[config.mk]
export PLATFORM = sky130hd
export DESIGN_NAME = sync_fifo_flat
export DESIGN_NICKNAME = d
export VERILOG_FILES = /design/src/rtl/sync_fifo_if.sv /design/src/rtl/sync_fifo.sv /design/src/flat_wrapper.sv
export SDC_FILE = /design/constraint.sdc
export NUM_CORES = 1
export LEC_CHECK = 0
export ABC_AREA = 1
export BUFFER_PORTS_ARGS = -buffer_cell sky130_fd_sc_hd__buf_2
export CELL_PAD_IN_SITES_DETAIL_PLACEMENT = 0
export CELL_PAD_IN_SITES_GLOBAL_PLACEMENT = 1
export CORE_MARGIN = 8
export CORE_UTILIZATION = 30
export CTS_BUF_LIST = sky130_fd_sc_hd__clkbuf_8 sky130_fd_sc_hd__clkbuf_16
export CTS_CLUSTER_SIZE = 25
export DETAILED_ROUTE_END_ITERATION = 8
export MAX_ROUTING_LAYER = met4
export PLACE_DENSITY = 0.55
export SKIP_LAST_GASP = 1
export SYNTH_ARGS = -nofsm -noshare
export SYNTH_HDL_FRONTEND = slang
export SYNTH_SLANG_ARGS = --single-unit
[constraint.sdc]
create_clock -name clk -period 4.9 [get_ports clk]
set_clock_uncertainty 0.2 [all_clocks]
set_input_delay 0.49 -clock clk [delete_from_list [all_inputs] [get_ports clk]]
set_output_delay 0.49 -clock clk [all_outputs]
set_load 0.05 [all_outputs]
[src/rtl/sync_fifo_if.sv]
// Handshake bundle between a sync_fifo and its user.
// master: drives wr_en/wr_data/rd_en; slave: drives data, flags, count, error pulses.
interface sync_fifo_if #(
  parameter int DATA_WIDTH = 8,
  parameter int DEPTH      = 16
);
  localparam int ADDR_WIDTH = $clog2(DEPTH);

  logic                  wr_en;
  logic [DATA_WIDTH-1:0] wr_data;
  logic                  rd_en;
  logic [DATA_WIDTH-1:0] rd_data;
  logic                  rd_valid;
  logic                  full;
  logic                  empty;
  logic                  almost_full;
  logic                  almost_empty;
  logic [ADDR_WIDTH:0]   count;
  logic                  overflow;
  logic                  underflow;

  modport master (
    output wr_en, wr_data, rd_en,
    input  rd_data, rd_valid, full, empty,
    input  almost_full, almost_empty, count,
    input  overflow, underflow
  );

  modport slave (
    input  wr_en, wr_data, rd_en,
    output rd_data, rd_valid, full, empty,
    output almost_full, almost_empty, count,
    output overflow, underflow
  );
endinterface

[src/rtl/sync_fifo.sv]
// Single-clock FIFO with count, almost flags and overflow/underflow pulses.
// Ports: clk, rst (sync, active-high), bus (sync_fifo_if.slave).
// Define SYNC_FIFO_FWFT_EN for first-word-fall-through read behaviour.
module sync_fifo #(
  parameter int DATA_WIDTH = 8,
  parameter int DEPTH      = 16,
  parameter int AF_LEVEL   = 12,
  parameter int AE_LEVEL   = 4
) (
  input  logic       clk,
  input  logic       rst,
  sync_fifo_if.slave bus
);
  localparam int ADDR_WIDTH = $clog2(DEPTH);

  localparam logic [ADDR_WIDTH:0] CNT_FULL =
    ADDR_WIDTH'(0) + (ADDR_WIDTH+1)'(DEPTH);
  localparam logic [ADDR_WIDTH:0] CNT_AF =
    (ADDR_WIDTH+1)'(AF_LEVEL);
  localparam logic [ADDR_WIDTH:0] CNT_AE =
    (ADDR_WIDTH+1)'(AE_LEVEL);

  logic [DATA_WIDTH-1:0] mem [DEPTH];
  logic [ADDR_WIDTH-1:0] wr_ptr;
  logic [ADDR_WIDTH-1:0] rd_ptr;
  logic [ADDR_WIDTH:0]   count_q;
  logic                  overflow_q;
  logic                  underflow_q;

  logic full;
  logic empty;
  logic wr_ok;
  logic rd_ok;

  assign full  = (count_q == CNT_FULL);
  assign empty = (count_q == '0);

  // Acceptance uses pre-edge occupancy, so a full FIFO
  // rejects a write even when a read pops in the same cycle.
  assign wr_ok = bus.wr_en && !full;
  assign rd_ok = bus.rd_en && !empty;

  always_ff @(posedge clk) begin
    if (rst) begin
      wr_ptr      <= '0;
      rd_ptr      <= '0;
      count_q     <= '0;
      overflow_q  <= 1'b0;
      underflow_q <= 1'b0;
    end else begin
      overflow_q  <= bus.wr_en && full;
      underflow_q <= bus.rd_en && empty;
      if (wr_ok)
        wr_ptr <= wr_ptr + 1'b1;
      if (rd_ok)
        rd_ptr <= rd_ptr + 1'b1;
      unique case (1'b1)
        wr_ok && !rd_ok: count_q <= count_q + 1'b1;
        rd_ok && !wr_ok: count_q <= count_q - 1'b1;
        default:         count_q <= count_q;
      endcase
    end
  end

  // Storage is never reset; the pointers define what is live.
  always_ff @(posedge clk) begin
    if (!rst && wr_ok)
      mem[wr_ptr] <= bus.wr_data;
  end

`ifdef SYNC_FIFO_FWFT_EN
  assign bus.rd_data  = mem[rd_ptr];
  assign bus.rd_valid = !empty;
`else
  logic [DATA_WIDTH-1:0] rd_data_q;
  logic                  rd_valid_q;

  always_ff @(posedge clk) begin
    if (rst) begin
      rd_data_q  <= '0;
      rd_valid_q <= 1'b0;
    end else begin
      rd_valid_q <= rd_ok;
      if (rd_ok)
        rd_data_q <= mem[rd_ptr];
    end
  end

  assign bus.rd_data  = rd_data_q;
  assign bus.rd_valid = rd_valid_q;
`endif

  assign bus.count        = count_q;
  assign bus.full         = full;
  assign bus.empty        = empty;
  assign bus.almost_full  = (count_q >= CNT_AF);
  assign bus.almost_empty = (count_q <= CNT_AE);
  assign bus.overflow     = overflow_q;
  assign bus.underflow    = underflow_q;
endmodule

[src/flat_wrapper.sv]
// flat-port wrapper written by rule: the top's interface ports become plain ports
module sync_fifo_flat 
#(
  parameter int DATA_WIDTH = 8,
  parameter int DEPTH      = 16,
  parameter int AF_LEVEL   = 12,
  parameter int AE_LEVEL   = 4
)
  (clk, rst, bus_wr_en, bus_wr_data, bus_rd_en, bus_rd_data, bus_rd_valid, bus_full, bus_empty, bus_almost_full, bus_almost_empty, bus_count, bus_overflow, bus_underflow);
  sync_fifo_if #(.DATA_WIDTH(DATA_WIDTH), .DEPTH(DEPTH)) bus_i ();
  input  logic clk;
  input  logic rst;
  input wire logic [$bits(bus_i.wr_en)-1:0] bus_wr_en;
  input wire logic [$bits(bus_i.wr_data)-1:0] bus_wr_data;
  input wire logic [$bits(bus_i.rd_en)-1:0] bus_rd_en;
  output wire logic [$bits(bus_i.rd_data)-1:0] bus_rd_data;
  output wire logic [$bits(bus_i.rd_valid)-1:0] bus_rd_valid;
  output wire logic [$bits(bus_i.full)-1:0] bus_full;
  output wire logic [$bits(bus_i.empty)-1:0] bus_empty;
  output wire logic [$bits(bus_i.almost_full)-1:0] bus_almost_full;
  output wire logic [$bits(bus_i.almost_empty)-1:0] bus_almost_empty;
  output wire logic [$bits(bus_i.count)-1:0] bus_count;
  output wire logic [$bits(bus_i.overflow)-1:0] bus_overflow;
  output wire logic [$bits(bus_i.underflow)-1:0] bus_underflow;
  assign bus_i.wr_en = bus_wr_en;
  assign bus_i.wr_data = bus_wr_data;
  assign bus_i.rd_en = bus_rd_en;
  assign bus_rd_data = bus_i.rd_data;
  assign bus_rd_valid = bus_i.rd_valid;
  assign bus_full = bus_i.full;
  assign bus_empty = bus_i.empty;
  assign bus_almost_full = bus_i.almost_full;
  assign bus_almost_empty = bus_i.almost_empty;
  assign bus_count = bus_i.count;
  assign bus_overflow = bus_i.overflow;
  assign bus_underflow = bus_i.underflow;
  sync_fifo #(.DATA_WIDTH(DATA_WIDTH), .DEPTH(DEPTH), .AF_LEVEL(AF_LEVEL), .AE_LEVEL(AE_LEVEL)) u_core (.clk(clk), .rst(rst), .bus(bus_i));
endmodule
# --- Word level (Yosys, flattened, before mapping) ---
# Memory sizes are Yosys's and may differ from the RTL's. A register that Yosys moved wholly into a read port is not among the register bits.
# Index checks and enable logic that the tools add are counted.
totals:
  regBits: 16
  ram_bits: 128
  out_inout_bits: 20
  memories: 1
op_classes:
  add_sub_neg: 4
  magnitude_cmp: 2
  n_eq_ne: 1
  muxes: 3
  reduce_logical: 14
mem_list:
  columns: ["memory", "words", "word_bits", "rd", "rd_clocked_by_memory_dff", "write_ports", "line_no", "source"]
  rows:
  - ["u_core.mem", 16, 8, 1, 1, 1, "sync_fifo.sv:23", "logic [DATA_WIDTH-1:0] mem [DEPTH];"]
op_table:
  columns: ["cell", "n"]
  rows:
  - ["case mux 5 bit (2 select lines)", 1]
  - ["adder 4 x 1 -> 4 bit (second input constant)", 2]
  - ["logical AND 1 bit", 7]
  - ["adder 5 x 1 -> 5 bit (second input constant)", 1]
  - ["== test 5 bit (second input constant)", 1]
  - ["greater-or-equal comparator 5 x 4 -> 1 bit (second input constant)", 1]
  - ["<= comparator 5 x 3 -> 1 bit (second input constant)", 1]
  - ["logical NOT 1 bit", 5]
  - ["logical NOT 5 bit", 1]
  - ["subtractor 5 x 1 -> 5 bit (second input constant)", 1]
  - ["two-way mux 1 bit", 2]
  - ["nonzero test 2 bit", 1]

# --- Logic depth before layout (Yosys ltp) ---
depth:
  depth_word: 6
  depth_mapped: 16
  mapped_depth_nobuf: 15

# --- Worst setup path before layout ---
# Ideal clock, no wire load.
synth_timing:
  path_kind: "register -> register"
  start: "register u_core.count_q[2] (netlist: u_core.bus.count[2])"
  end: "register u_core.count_q[4] (netlist: u_core.bus.count[4])"
  setup_time_ns: 0.070
  t_arrival_ns: 2.513
  setup_slack_ns: 2.117
  stages_incl_launch_ff: 16
  path_buffers: 1
  cell_sequence: "dfxtp_1 -> inv_1 -> nand4_1 -> nand2_2 -> inv_1 -> buf_6 -> ha_1 -> inv_1 -> fa_1 -> inv_1 -> nand2_1 -> a21boi_0 -> o21bai_1 -> nand2_1 -> nand2_1 -> a21oi_1"
synth_between:
  elab_chain_cells: 6
synth_lines:
  columns: ["item", "line_no", "source"]
  rows:
  - ["start: declaration", "sync_fifo.sv:26", "logic [ADDR_WIDTH:0] count_q;"]
  - ["start signal: assignment", "sync_fifo.sv:58", "wr_ok && !rd_ok: count_q <= count_q + 1'b1;"]
  - ["start signal: assignment", "sync_fifo.sv:59", "rd_ok && !wr_ok: count_q <= count_q - 1'b1;"]
  - ["start signal: assignment", "sync_fifo.sv:60", "default: count_q <= count_q;"]
  - ["logical NOT 5 bit (*)", "sync_fifo.sv:36", "assign empty = (count_q == '0);"]
  - ["logical NOT 1 bit (*)", "sync_fifo.sv:41", "assign rd_ok = bus.rd_en && !empty;"]
  - ["logical AND 1 bit (*)", "sync_fifo.sv:41", null]
  - ["net u_core.rd_ok", "sync_fifo.sv:33", "logic rd_ok;"]
  - ["logical NOT 1 bit", "sync_fifo.sv:58", null]
  - ["logical AND 1 bit", "sync_fifo.sv:58", null]
  - ["case mux 5 bit (2 select lines) / nonzero test 2 bit (equally long branches)", null, null]
# Mark *: on every way through the listed nets, which the timed path passes. The rest lies on a longest branch.
# A chain may end at the register's enable or synchronous reset.

# --- Worst setup path in the final report ---
layout_timing:
  start: "register u_core.count_q[4] (netlist: u_core.bus.count[4])"
  end: "register u_core.count_q[4] (netlist: u_core.bus.count[4])"
layout_between:
  elab_chain_cells: 6
layout_lines:
  columns: ["item"]
  rows:
  - ["branches (longest 6 deep; another with subtractor 5 x 1 -> 5 bit)"]
# Several ways; the timed one is not identified.

==> summary.txt <==
CTS
  – TritonCTS buffer count: 17
  – Max H-tree Level: 4
  – Post-CTS resize count: 0
  – Clk Latency, worst-skew pair: 0.42 ns
  – Root buf cell: clkbuf_16
  – Cts hold-fix bufs: 0
  – Clk sinks: 152
  – CTS clk-pin slew, worst paths: 0.06 ns
  – Setup bufs post-CTS: 0
  – CTS tree: built
  – Max Root-Sink Buffers: 2

Place
  – Final HPWL from detailed placement: 11,300 um
  – Placed cell area: 7010 um^2
  – Setup Slack @ Placement: 2.12 ns
  – Port Buffers: 31
  – DP Cell Count: 965
  – RePlAce Congestion: 0.800

STA
  – Tmin final: 2.79 ns
  – Worst Max-Slew Pin Slew: 1.13 ns
  – Max-slew violation count: 0
  – Setup violators final: 0
  – Fin crit share: 56.9%
  – Final WS setup: 2.11 ns
  – Setup TNS: 0 ns
  – Fin. Hold Viols: 0
  – Unrepaired setup endpoints after global routing: false
  – Max-slew headroom: 24.2%
  – Fmax: 0.359 GHz

Global route
  – Vias in the first global route: 4,531
  – First-pass GRT wire length: 26,200 um
  – Tot GR Track Use: 13.5%
  – Overflow after GRT: 0
  – Initial antenna violation count: 1
  – Largest net degree at the start of global routing: 67

Synthesis
  – Syn Inst Count: 680
  – Post-synth EDFFs: 128
  – Yosys reg bits: 152
  – Seq/Total Area, Yosys: 65.0%
  – Leading post-synthesis cells by cell area: edfxtp_1 58%, nand2_1 14%, dfxtp_1 7.2%
  – Post-synth top area share: 57.8%
  – Most common cell in the netlist: nand2_1
  – Fraction of registers with async set/reset: 0%
  – Cell variety after synth: 24
  – Mapped cell area: 6660 um^2
  – Post-synth top cells: 242 x nand2_1, 128 x edfxtp_1, 94 x nand3_1
  – Ys Warns: 0
  – Mapped Nets: 702
  – Yosys top cell by area: edfxtp_1
  – Syn_area_per_cell: 9.79 um^2
  – Prevailing post-synth register cell: edfxtp_1

Layout
  – Layout cells sized above 1: 10.2%
  – # nets final: 726
  – Layout area overhead: 15.0%
  – Non-filler cells, final: 997
  – Fin util: 35.1%
  – Fin area: 7650 um^2
  – Fillers: 2,195
  – Ant. Diodes: 0
  – Seq. cell area: 4330 um^2
  – Area of the multi-input gates: 1800 um^2

Power and ir drop
  – Internal: 2650 uW
  – Share of total power in combinational logic: 29.4%
  – Seq pwr share: 36.8%
  – Pwr Density: 543 nW/um^2
  – VDD IR-drop max: 0.000264 V
  – Clock network fraction of design power: 33.8%
  – NetSw: 1510 uW
  – Leak: 0.00327 uW
  – Sw Share: 36.3%

Worst hold path
  – Hold Path End: u_core.rd_ptr[3]
  – Hold path depth: 2
  – Worst hold start: rst
  – Worst hold path class: input pin to register

Run
  – Max-cap viol count: 0

Detailed routing
  – Remaining antenna violation count: 0
  – Final wirelength: 16,900 um
  – DRT Pass-1 Iters: 4
  – Remaining DRCs: 0
  – Vias per inst: 4.46
  – Routed len/inst: 17.0 um
  – First DRT Iteration DRCs: 321
  – Routed vias: 4,449

Setup path
  – Startpoint types: register
  – CP Capture Type: register
  – Worst-case reg-to-reg path depth: 14
  – CP Max Fanout: 13
  – Cell Chain, Critical Path: inv_2 > nand4_1 > nand2_2 > inv_1 > ha_1 > inv_1 > fa_1 > inv_1 > nand2_1 > a21boi_0 > o21bai_1 > nand2_1 > nand2_1 > a21oi_1
  – Critical path arrival: 2.94 ns
  – Critical path type: register to register
  – Worst reg2reg setup slack: 2.11 ns
  – Worst path max stage delay: 0.42 ns
  – Worst r2r dst: u_core.bus.count[4]
  – Slowest CP cell: dfxtp_1
  – Worst r2r src: u_core.bus.count[4]
  – Worst Path Required: 5.05 ns

Die
  – Die width: 165 um
  – IO Count: 32
  – Die height: 165 um
  – Row count: 54
  – Core area: 21,800 um^2
  – Initial Util: 30.5%
  – Die Area: 27,200 um^2

Run status
  – Status: finished clean
[flip-flops by register name (all words and copies together) (netlist names)]
name,count
u_core.bus.rd_data,8
u_core.bus.count,5
u_core.mem,128
u_core.bus.rd_valid,1
u_core.rd_ptr,4
u_core.bus.underflow,1
u_core.wr_ptr,4
u_core.bus.overflow,1
[critical path: cells and delay by family, from the launching register on]
kind | cells | cell delay [ns]
adder cells (fa/ha/maj) | 2 | 0.77
buffers and inverters | 4 | 0.55
AND/OR/NAND/NOR | 5 | 0.43
flip-flops | 1 | 0.42
AO/OA/AOI/OAI | 3 | 0.35
[area by class of cell]
class | instances | area share (%)
sequential | 152 | 56.5
inverter | 98 | 4.81
multi-input combinational | 402 | 23.5
clock inverter | 15 | 2.80
tap | 280 | 4.58
timing repair buffer | 33 | 2.22
clock buffer | 17 | 5.56
[per-stage QoR]
step	power, uW	hold slack, ns
floorplan	2480	0.265
global placement	2800	0.314
detailed placement	2800	0.323
CTS	4210	0.0899
global route	4390	0.107
finish	4160	0.108
[power groups by stage]
| stage | Clock [uW] | Sequential (uW) | Combinational, uW |
|---|---|---|---|
| floorplan | 0 | 1740 | 738 |
| global placement | 0 | 1560 | 1240 |
| detailed placement | 0 | 1560 | 1250 |
| CTS | 1430 | 1530 | 1250 |
| global route | 1480 | 1540 | 1370 |
| finish | 1410 | 1530 | 1220 |
[cell usage in the layout, fill, tap and decap left out, drive strengths merged, types with 9 or more instances in the layout]
cell    count
nand2     245
edfxtp    128
inv       101
nand3      94
buf        33
dfxtp      24
nor2       20
clkbuf     17
a21oi      14
o21ai      10
ha          9
[worst max-delay path by stage]
| stage | startpoint | end | slack, ns | cells past startpoint |
|---|---|---|---|---|
| after detailed placement | u_core.bus.count[4] | u_core.bus.count[4] | 2.12 | 14 |
| after CTS | u_core.bus.count[4] | u_core.bus.count[4] | 2.09 | 14 |
| after floorplan | u_core.bus.count[2] | u_core.bus.count[4] | 2.12 | 15 |
| final | u_core.bus.count[4] | u_core.bus.count[4] | 2.11 | 14 |
| after global placement | rst | u_core.mem[9][5] | 2.15 | 6 |
| after global routing | u_core.bus.count[4] | u_core.bus.count[4] | 1.75 | 14 |
[per-layer routing]
| metal | up-vias | wire length, um | share of wire (%) | global-route usage, % |
|---|---|---|---|---|
| li1 | 2254 | - | - | - |
| met1 | 2113 | 7510 | 44 | 15.4 |
| met2 | 65 | 8620 | 51 | 23.2 |
| met3 | 17 | 498 | 2.9 | 2.92 |
| met4 | 0 | 314 | 1.9 | 4.55 |
| met5 | - | 0 | 0 | - |
[logic make-up (layout without fill, tap and decap cells)]
| logic type | after synthesis | count (layout) | share of synthesized area, % |
|---|---|---|---|
| flops | 152 | 152 | 65.0 |
| fa+ha+maj | 10 | 10 | 1.99 |
| compound gates | 26 | 26 | 2.03 |
| simple gates | 361 | 361 | 22.4 |
| xor+xnor | 5 | 5 | 0.658 |
| buf+inv | 126 | 163 | 7.99 |
No activity file was read; power rests on OpenSTA's default activity.
